[config.mk]
export PLATFORM = sky130hd
export DESIGN_NAME = multicycle_ctrl
export DESIGN_NICKNAME = d
export VERILOG_FILES = /design/src/rtl/multicycle_ctrl_pkg.sv /design/src/rtl/multicycle_ctrl_opc_class.sv /design/src/rtl/multicycle_ctrl.sv
export SDC_FILE = /design/constraint.sdc
export NUM_CORES = 1
export LEC_CHECK = 0
export CORE_MARGIN = 2
export CORE_UTILIZATION = 48
export DETAILED_ROUTE_END_ITERATION = 8
export PLACE_DENSITY = 0.8
export SKIP_CTS_REPAIR_TIMING = 1
export SYNTH_ARGS = -nofsm -noshare
export SYNTH_HDL_FRONTEND = slang
export SYNTH_SLANG_ARGS = --single-unit
[constraint.sdc]
create_clock -name clk -period 2.5 [get_ports clk]
set_input_delay 0.5 -clock clk [delete_from_list [all_inputs] [get_ports clk]]
set_output_delay 0.5 -clock clk [all_outputs]
set_load 0.05 [all_outputs]
[src/rtl/multicycle_ctrl_pkg.sv]
// Shared definitions for the multicycle LEGv8 controller: FSM state
// encoding, opcode classes, opcode constants/masks and ALU-op encodings.
package ctrl_pkg;

  // Controller states; the numeric encoding is visible on the debug port.
  typedef enum logic [3:0] {
    FETCH    = 4'd0,
    DECODE   = 4'd1,
    EXEC_R   = 4'd2,
    EXEC_I   = 4'd3,
    MEM_ADDR = 4'd4,
    MEM_RD   = 4'd5,
    MEM_WR   = 4'd6,
    WB_ALU   = 4'd7,
    WB_MEM   = 4'd8,
    BRANCH   = 4'd9,
    HALT     = 4'd10
  } state_e;

  // Instruction classes produced by the opcode classifier.
  typedef enum logic [2:0] {
    CLS_R       = 3'd0,
    CLS_I       = 3'd1,
    CLS_LD      = 3'd2,
    CLS_ST      = 3'd3,
    CLS_CBZ     = 3'd4,
    CLS_ILLEGAL = 3'd5
  } opc_class_e;

  // Full 11-bit opcodes (IR[31:21]).
  localparam logic [10:0] OPC_ADD  = 11'b10001011000;
  localparam logic [10:0] OPC_SUB  = 11'b11001011000;
  localparam logic [10:0] OPC_AND  = 11'b10001010000;
  localparam logic [10:0] OPC_ORR  = 11'b10101010000;
  localparam logic [10:0] OPC_LDUR = 11'b11111000010;
  localparam logic [10:0] OPC_STUR = 11'b11111000000;

  // ADDI and CBZ have short opcodes; the mask keeps only the defined bits.
  localparam logic [10:0] OPC_ADDI  = 11'b10010001000;
  localparam logic [10:0] MASK_ADDI = 11'b11111111110;
  localparam logic [10:0] OPC_CBZ   = 11'b10110100000;
  localparam logic [10:0] MASK_CBZ  = 11'b11111111000;

  // ALU decoder operation select.
  localparam logic [1:0] ALUOP_ADD   = 2'b00;
  localparam logic [1:0] ALUOP_PASSB = 2'b01;
  localparam logic [1:0] ALUOP_R     = 2'b10;
  localparam logic [1:0] ALUOP_I     = 2'b11;

endpackage

[src/rtl/multicycle_ctrl_opc_class.sv]
// Combinational opcode classifier: maps an 11-bit LEGv8 opcode onto one of
// the controller's instruction classes.
module opc_class
  import ctrl_pkg::*;
(
  input  logic [10:0] opcode,
  output logic [2:0]  cls
);

  // Exact matches first, then the masked short opcodes; anything else is illegal.
  always_comb begin
    cls = CLS_ILLEGAL;
    if (opcode == OPC_ADD || opcode == OPC_SUB ||
        opcode == OPC_AND || opcode == OPC_ORR) begin
      cls = CLS_R;
    end else if ((opcode & MASK_ADDI) == OPC_ADDI) begin
      cls = CLS_I;
    end else if (opcode == OPC_LDUR) begin
      cls = CLS_LD;
    end else if (opcode == OPC_STUR) begin
      cls = CLS_ST;
    end else if ((opcode & MASK_CBZ) == OPC_CBZ) begin
      cls = CLS_CBZ;
    end
  end

endmodule

[src/rtl/multicycle_ctrl.sv]
// Multicycle LEGv8 controller (LDUR, STUR, CBZ, ADD, SUB, AND, ORR, ADDI).
// Moore-style FSM sequencing a shared ALU / memory port / register file, with
// a req/ack memory handshake guarded by a wait-cycle timeout.
// Optional macro ILLEGAL_TRAP_EN: undecoded opcodes set a sticky trap and
// halt; without it they behave as a NOP and trap is tied low.
//
// Memory handshake: mem_req is held high, with mem_we stable, from the first
// cycle of FETCH/MEM_RD/MEM_WR until the cycle in which mem_ack is high; that
// cycle completes the transfer. mem_ack in a cycle with mem_req low is ignored.
module multicycle_ctrl
  import ctrl_pkg::*;
#(
  parameter int unsigned TIMEOUT = 255
)
(
  input  logic        clk,
  input  logic        reset,
  input  logic [10:0] opcode,
  input  logic        zero,
  input  logic        mem_ack,
  output logic        mem_req,
  output logic        mem_we,
  output logic        ir_write,
  output logic        pc_write,
  output logic        pc_src,
  output logic        reg2loc,
  output logic        alusrc,
  output logic [1:0]  aluop,
  output logic        mem2reg,
  output logic        reg_write,
  output logic        mem_err,
  output logic        trap,
  output logic [3:0]  state_dbg
);

  // Last allowed wait count: the no-ack cycle seen at this count times out.
  localparam logic [7:0] TIMEOUT_LAST = 8'(TIMEOUT - 1);

  state_e     state;
  state_e     state_next;
  logic [7:0] wait_cnt;
  logic [2:0] cls;
  logic       timeout_hit;
  logic       err_set;
  logic       mem_err_q;

  logic       req_c;
  logic       we_c;
  logic       ir_write_c;
  logic       pc_write_c;
  logic       pc_src_c;
  logic       reg2loc_c;
  logic       alusrc_c;
  logic [1:0] aluop_c;
  logic       mem2reg_c;
  logic       reg_write_c;

`ifdef ILLEGAL_TRAP_EN
  logic       trap_set;
  logic       trap_q;
`endif

  opc_class u_opc_class (
    .opcode (opcode),
    .cls    (cls)
  );

  assign timeout_hit = (wait_cnt == TIMEOUT_LAST) && !mem_ack;

  // State register.
  always_ff @(posedge clk or negedge reset) begin
    if (!reset) state <= FETCH;
    else        state <= state_next;
  end

  // Wait counter: cleared on every state change, counts unacknowledged request cycles.
  always_ff @(posedge clk or negedge reset) begin
    if (!reset)                     wait_cnt <= 8'd0;
    else if (state_next != state)   wait_cnt <= 8'd0;
    else if (req_c && !mem_ack)     wait_cnt <= wait_cnt + 8'd1;
  end

  // Sticky memory timeout flag.
  always_ff @(posedge clk or negedge reset) begin
    if (!reset)       mem_err_q <= 1'b0;
    else if (err_set) mem_err_q <= 1'b1;
  end

  // Next-state and control outputs; ack is checked before timeout so ack wins.
  always_comb begin
    state_next  = state;
    req_c       = 1'b0;
    we_c        = 1'b0;
    ir_write_c  = 1'b0;
    pc_write_c  = 1'b0;
    pc_src_c    = 1'b0;
    reg2loc_c   = 1'b0;
    alusrc_c    = 1'b0;
    aluop_c     = ALUOP_ADD;
    mem2reg_c   = 1'b0;
    reg_write_c = 1'b0;
    err_set     = 1'b0;
`ifdef ILLEGAL_TRAP_EN
    trap_set    = 1'b0;
`endif
    case (state)
      FETCH: begin
        req_c = 1'b1;
        if (mem_ack) begin
          ir_write_c = 1'b1;
          pc_write_c = 1'b1;
          state_next = DECODE;
        end else if (timeout_hit) begin
          err_set    = 1'b1;
          state_next = HALT;
        end
      end
      DECODE: begin
        case (cls)
          CLS_R:          state_next = EXEC_R;
          CLS_I:          state_next = EXEC_I;
          CLS_LD, CLS_ST: state_next = MEM_ADDR;
          CLS_CBZ:        state_next = BRANCH;
          default: begin
`ifdef ILLEGAL_TRAP_EN
            trap_set   = 1'b1;
            state_next = HALT;
`else
            state_next = FETCH;
`endif
          end
        endcase
      end
      EXEC_R: begin
        aluop_c    = ALUOP_R;
        state_next = WB_ALU;
      end
      EXEC_I: begin
        aluop_c    = ALUOP_I;
        alusrc_c   = 1'b1;
        state_next = WB_ALU;
      end
      WB_ALU: begin
        // IR is still stable, so the class tells which EXEC state preceded.
        reg_write_c = 1'b1;
        if (cls == CLS_I) begin
          aluop_c  = ALUOP_I;
          alusrc_c = 1'b1;
        end else begin
          aluop_c  = ALUOP_R;
        end
        state_next = FETCH;
      end
      MEM_ADDR: begin
        aluop_c    = ALUOP_ADD;
        alusrc_c   = 1'b1;
        reg2loc_c  = 1'b1;
        state_next = (cls == CLS_ST) ? MEM_WR : MEM_RD;
      end
      MEM_RD: begin
        req_c = 1'b1;
        if (mem_ack) begin
          state_next = WB_MEM;
        end else if (timeout_hit) begin
          err_set    = 1'b1;
          state_next = HALT;
        end
      end
      MEM_WR: begin
        req_c = 1'b1;
        we_c  = 1'b1;
        if (mem_ack) begin
          state_next = FETCH;
        end else if (timeout_hit) begin
          err_set    = 1'b1;
          state_next = HALT;
        end
      end
      WB_MEM: begin
        reg_write_c = 1'b1;
        mem2reg_c   = 1'b1;
        state_next  = FETCH;
      end
      BRANCH: begin
        aluop_c   = ALUOP_PASSB;
        reg2loc_c = 1'b1;
        if (zero) begin
          pc_write_c = 1'b1;
          pc_src_c   = 1'b1;
        end
        state_next = FETCH;
      end
      HALT: begin
        state_next = HALT;
      end
      default: begin
        state_next = FETCH;
      end
    endcase
  end

`ifdef ILLEGAL_TRAP_EN
  // Sticky illegal-opcode flag.
  always_ff @(posedge clk or negedge reset) begin
    if (!reset)        trap_q <= 1'b0;
    else if (trap_set) trap_q <= 1'b1;
  end
  assign trap = trap_q;
`else
  assign trap = 1'b0;
`endif

  // Reset forces every strobe low immediately, even though FETCH is the reset state.
  assign mem_req   = reset & req_c;
  assign mem_we    = reset & we_c;
  assign ir_write  = reset & ir_write_c;
  assign pc_write  = reset & pc_write_c;
  assign pc_src    = reset & pc_src_c;
  assign reg2loc   = reset & reg2loc_c;
  assign alusrc    = reset & alusrc_c;
  assign aluop     = aluop_c & {2{reset}};
  assign mem2reg   = reset & mem2reg_c;
  assign reg_write = reset & reg_write_c;
  assign mem_err   = mem_err_q;
  assign state_dbg = state;

endmodule

==> metrics.cfg, run 1 <==
[timing]
fin_crit_ns=2.49
fin_crit_sh=0.997
max_freq_mhz=401
rsz0062_at_grt=true
finalHoldViolations=0
finalMaxSlewViolations=0
fin_worst_skew_ns=0.0116
worst_pin_slew_ns=0.587
slew_headroom=0.604
worst_hold_slack_ns=0.476
finalSetupViolations=0

[floorplan]
die_w_um=53.4
rows=17
die-area_sq_um=2850
start_util=0.520
num_io_pins=32
die_h_um=53.4
fp.coreArea_sq_um=2250

[critical_path]
ff2ff_path_depth=6
arrival_ns=1.99
critical_path.endpoint_type=output pin
path_class=in -> out
r2r-end=wait_cnt[1]$_DFFE_PN0P_
critPathRequiredTime_ns=2.00
crit_path_start_kind=primary input
crit_fanout=2
rr_startpoint=state_dbg[1]$_DFF_PN0_
reg2reg_slack_ns=0.18

[cts]
clk_latency_ns=0.29
cts-root-buf=clkbuf_4
clock-sinks=13
cts_tree=yes
htreeDepth=1
path_clk_slew_ns=0.07
ctsLongestPathBuffers=2
numCtsBuffers=3

[power_and_ir_drop]
ir_drop_mv=0.761
leakagePower_nw=0.845
power_frac_seq=0.167
p_total_mw=1.60
pwr-share-comb=0.750
p_sw_frac=0.513
pwr-share-clk=0.083
p_per_area_nw_per_um2=827
power.internal_uw=778
net-switching-power_uw=819

[yosys]
async_reset_ff_frac=1.00
synth_top_family_by_area=simple AND/OR/NAND/NOR gates
synth.ff_latch_count=13
yosysMostFrequentCell=nor2_1
synth_compound_area_frac=0.216
ys_top_cells_by_count=19 x nor2_1, 13 x dfrtp_1, 8 x nand2_1
synthSimpleGateAreaFrac=0.372
synth.avg_cell_area_sq_um=8.31
synth_edf_count=0
synth_xor_area_frac=0.0523
synth_area_sq_um=1170
synth_fa_ha_area_frac=0.0213
synth_area_leader_cell=dfrtp_1
syn_inst=141
synth_nets=158
yosys_warnings=0
synthTopCellsByArea=dfrtp_1 28%, nor2_1 6.1%, nand4_1 3.7%, nor2b_1 3.2%, xor2_1 3.0%
synth-seq-area-share=0.277
synth_cell_types=50
synth_top_area_share=0.277
muxShareOfSynthArea=0.00854
synth_top_flop_cell=dfrtp_1

[run_status]
status=finished, final reports clean

[hold_path]
hold_path_depth=1
hold_end=mem_err$_DFFE_PN0P_
hold_start=mem_err$_DFFE_PN0P_
hold_path_class=reg -> reg

[placed_design]
hpwlAfterDp_um=2910
port_buffers=30
finalWeightedCongestion=0.869

[routing]
wl_um=3860
vias=1360
postRouteAntennaNets=0
via_per_inst=6.10
post-route-drc-count=0
wl_per_cell_um=17.3
first_pass_iters=4
drtIter0Drc=54

[layout]
fin_nets=213
n_antenna_cell=0
n_fill_cell=122
drive_gt1_frac=0.374
area_growth_pct=64.7

[global_route]
grt_pass1_wl_um=6120
antenna_found_initial=0
first_global_vias=1387
overflow=0
grt_max_degree=21
grt_usage=0.300

[run]
timing.max_cap.violations=0

[layout make-up]
type	instances	area, sq um	area share
clock buffer	4	26.3	0.0136
inverter	6	22.5	0.0117
multi-input combinational	115	905	0.469
sequential	13	327	0.169
tap	28	35.0	0.0181
timing repair buffer	57	616	0.319
[power groups by stage]
stage,registers [mW],logic [mW],clock network (mW)
after floorplan,0.351,0.679,0
final,0.267,1.20,0.133
after global placement,0.268,1.11,0
after CTS,0.267,1.15,0.138
after global routing,0.270,1.28,0.150
after detailed placement,0.271,1.14,0
[critical path: stages]
cell      delay [ns]
buf_6           0.09
or4b_4          0.54
nor4_4          0.24
nand2b_4        0.20
nand3_4         0.08
a21oi_4         0.19
buf_12          0.15
[sequential cells by signal, summed over array words and instances, names as in the netlist]
name / count
wait_cnt: 8
state_dbg: 4
mem_err: 1
[per-stage QoR]
step                TNS [ns]   util  setup slack, ns  instance area (sq um)  std cells
detailed placement     -4.71  0.815           -0.506                   1840        218
finish                     0  0.856          0.00804                   1930        223
global placement       -4.21  0.815           -0.443                   1840        218
global route         -0.0637  0.856          -0.0420                   1930        223
CTS                    -2.22  0.827           -0.459                   1860        222
floorplan             -0.360      -           -0.275                   1230        141
[cell families (layout without fill, tap and decap cells)]
family / after synthesis / count (layout)
xor+xnor: 7 / 7
fa+ha+maj: 2 / 2
flops: 13 / 13
simple gates: 75 / 75
buf+inv: 13 / 67
mux: 1 / 1
other cells: 1 / 1
compound gates: 29 / 29
[layer usage]
layer	global-route usage	wire length, um	vias up	share of wire
met1	0.327	1500	665	0.39
met2	0.580	2120	54	0.55
li1	-	-	636	-
met4	0.0983	45	0	0.012
met5	0	0	-	0
met3	0.0424	198	5	0.051
[cells in the final DEF (no fill, tap or decap), drive strengths merged, types with 2 or more instances in the layout]
master	Yosys	routed
dfrtp	13	13
buf	3	39
o21ai	6	6
nor2	19	19
nand2	8	8
a21oi	5	5
nor2b	6	6
o22ai	2	2
or4b	2	2
dlymetal6s2s	0	5
a31o	2	2
a31oi	3	3
nand4	7	7
nor4bb	2	2
clkdlybuf4s50	0	10
and3	2	2
xnor2	3	3
ha	2	2
xor2	4	4
nand3	5	5
nor3	5	5
nor4b	3	3
clkbuf	4	7
inv	5	5
nand3b	2	2
nor4	3	3
or2	3	3
[worst max path at each step]
stage	to	slack (ns)	startpoint	depth (start not counted)
after floorplan	pc_write	-0.27	state_dbg[1]$_DFF_PN0_	5
after global placement	wait_cnt[1]$_DFFE_PN0P_	-0.44	opcode[7]	8
after detailed placement	wait_cnt[1]$_DFFE_PN0P_	-0.51	opcode[7]	8
after CTS	aluop[0]	-0.46	opcode[1]	7
after global routing	alusrc	-0.04	opcode[1]	7
final	alusrc	0.008	opcode[1]	7
Note: power is estimated with default switching activity, not from simulation.
==> inputs of run 2 (changes only) <==
--- a/config.mk
+++ b/config.mk
@@ -5,10 +5,10 @@
 export SDC_FILE = /design/constraint.sdc
 export NUM_CORES = 1
 export LEC_CHECK = 0
+export ABC_CLOCK_PERIOD_IN_PS = 2500
 export CORE_MARGIN = 2
-export CORE_UTILIZATION = 48
+export CORE_UTILIZATION = 25
 export DETAILED_ROUTE_END_ITERATION = 8
-export PLACE_DENSITY = 0.8
 export SKIP_CTS_REPAIR_TIMING = 1
 export SYNTH_ARGS = -nofsm -noshare
 export SYNTH_HDL_FRONTEND = slang
==> run 2 against run 1 <==
Power is 5.4% higher. Largest cell class unchanged. Cell count is 12% higher. Die area is 84% higher.
==> metrics.cfg, run 2 (synthesis gave the netlist of run 1 again) <==
[critical_path]
cp_cell_sequence=buf_6 -> or4b_4 -> nor4_4 -> nand2b_4 -> nand3_4 -> a21oi_4 -> buf_12
arrival_ns=1.97
path_class=in -> out
crit_path_start_kind=primary input
critPathRequiredTime_ns=2.00
critPathBufInv=2
crit_fanout=2
crit_family=simple AND/OR/NAND/NOR gates
slowest_delay_ns=0.54
critical_path.endpoint_type=output pin
cp_slowest_cell=or4b_4

[routing]
drtIter0Drc=101
postRouteAntennaNets=0
wl_um=3580
first_pass_iters=4
via_per_inst=5.19
post-route-drc-count=0
vias=1297
wl_per_cell_um=14.3

[power_and_ir_drop]
leakagePower_nw=0.853
p_per_area_nw_per_um2=850
ir_drop_mv=0.329

[floorplan]
rows=24
die_w_um=72.5
num_io_pins=32
fp.coreArea_sq_um=4440
start_util=0.264
die_h_um=72.5
die-area_sq_um=5250

[cts]
clock-sinks=13
numCtsBuffers=3
clk_latency_ns=0.24
path_clk_slew_ns=0.05
cts-root-buf=clkbuf_8
cts_tree=yes
ctsLongestPathBuffers=2
htreeDepth=1

[timing]
fin_worst_skew_ns=0.00237
rsz0062_at_grt=true
slew_headroom=0.663
finalSetupViolations=0
max_freq_mhz=405
fin_crit_sh=0.989
fin_crit_ns=2.47
finalMaxSlewViolations=0
fin_setup_tns_ns=0
finalHoldViolations=0
worst_pin_slew_ns=0.504

[run]
timing.max_cap.violations=0

[placed_design]
hpwlAfterDp_um=2870
finalWeightedCongestion=0.867
placed_cell_area_sq_um=1880
port_buffers=30

[layout]
final_util=0.445
area_growth_pct=68.8
drive_gt1_frac=0.381
top_register=wait_cnt
n_fill_cell=448
largest_register_ffs=8
fin_nets=215
layout.cells.most_common=buf_4
fin_area_sq_um=1980
layout_common_cells=28 x buf_4, 19 x nor2_1, 12 x dfrtp_1, 11 x buf_12, 10 x clkdlybuf4s50_1

[hold_path]
hold_path_class=reg -> reg

[global_route]
grt_max_degree=21
antenna_found_initial=1
overflow=0
grt_usage=0.144
grt_pass1_wl_um=6020
first_global_vias=1277

[run_status]
status=finished, final reports clean

[run 2: layer usage]
metal,GRT usage,wire (um),vias up
met5,0,0,-
met1,0.199,1760,623
met2,0.226,1640,30
li1,-,-,640
met3,0.0278,146,4
met4,0.0473,29,0
[run 2: worst paths after layout]
| path | from | endpoint | slack, ns | depth (start not counted) |
|---|---|---|---|---|
| setup / recovery | opcode[2] | alusrc | 0.03 | 7 |
| hold / removal | mem_err$_DFFE_PN0P_ | mem_err$_DFFE_PN0P_ | 0.48 | 1 |
| setup reg to reg | state_dbg[1]$_DFF_PN0_ | wait_cnt[1]$_DFFE_PN0P_ | 0.15 | 6 |
| hold reg to reg | mem_err$_DFFE_PN0P_ | mem_err$_DFFE_PN0P_ | 0.48 | 1 |
| max in group asynchronous | reset | state_dbg[0]$_DFF_PN0_ | 1.63 | 2 |
| min in group asynchronous | reset | wait_cnt[4]$_DFFE_PN0P_ | 0.65 | 2 |
[run 2: per-stage QoR]
step / std cells / total power [mW] / worst slack [ns] / hold WS [ns]
after floorplan: 141 / 1.03 / -0.275 / 0.204
after global placement: 244 / 1.46 / -0.440 / 0.476
after detailed placement: 244 / 1.47 / -0.479 / 0.457
after CTS: 248 / 1.66 / -0.456 / 0.478
after global routing: 249 / 1.78 / -0.0266 / 0.504
final: 250 / 1.68 / 0.0280 / 0.476
[run 2: final cells by class]
class,instances,area [sq um],share of cell area
diodes,1,2.50,0.00126
clock buffers,4,45.0,0.0228
inverters,6,22.5,0.0114
multi-input cells,115,895,0.452
flip-flops and latches,13,327,0.165
well taps,52,65.1,0.0329
repair buffers,59,623,0.315
[run 2: worst register-to-register path, stage by stage (launching register included)]
cell and delay, ns:
dfrtp_1 0.37, or4b_4 0.56, or4_4 0.55, o311a_4 0.15, o22ai_4 0.17, o2111ai_4 0.22
a211oi_2 0.24
[run 2: report_power, final]
group          internal, mW  switching [mW]  leakage, nW
registers             0.245          0.0197        0.176
clock network         0.112          0.0727       0.0228
logic                 0.506           0.727        0.654
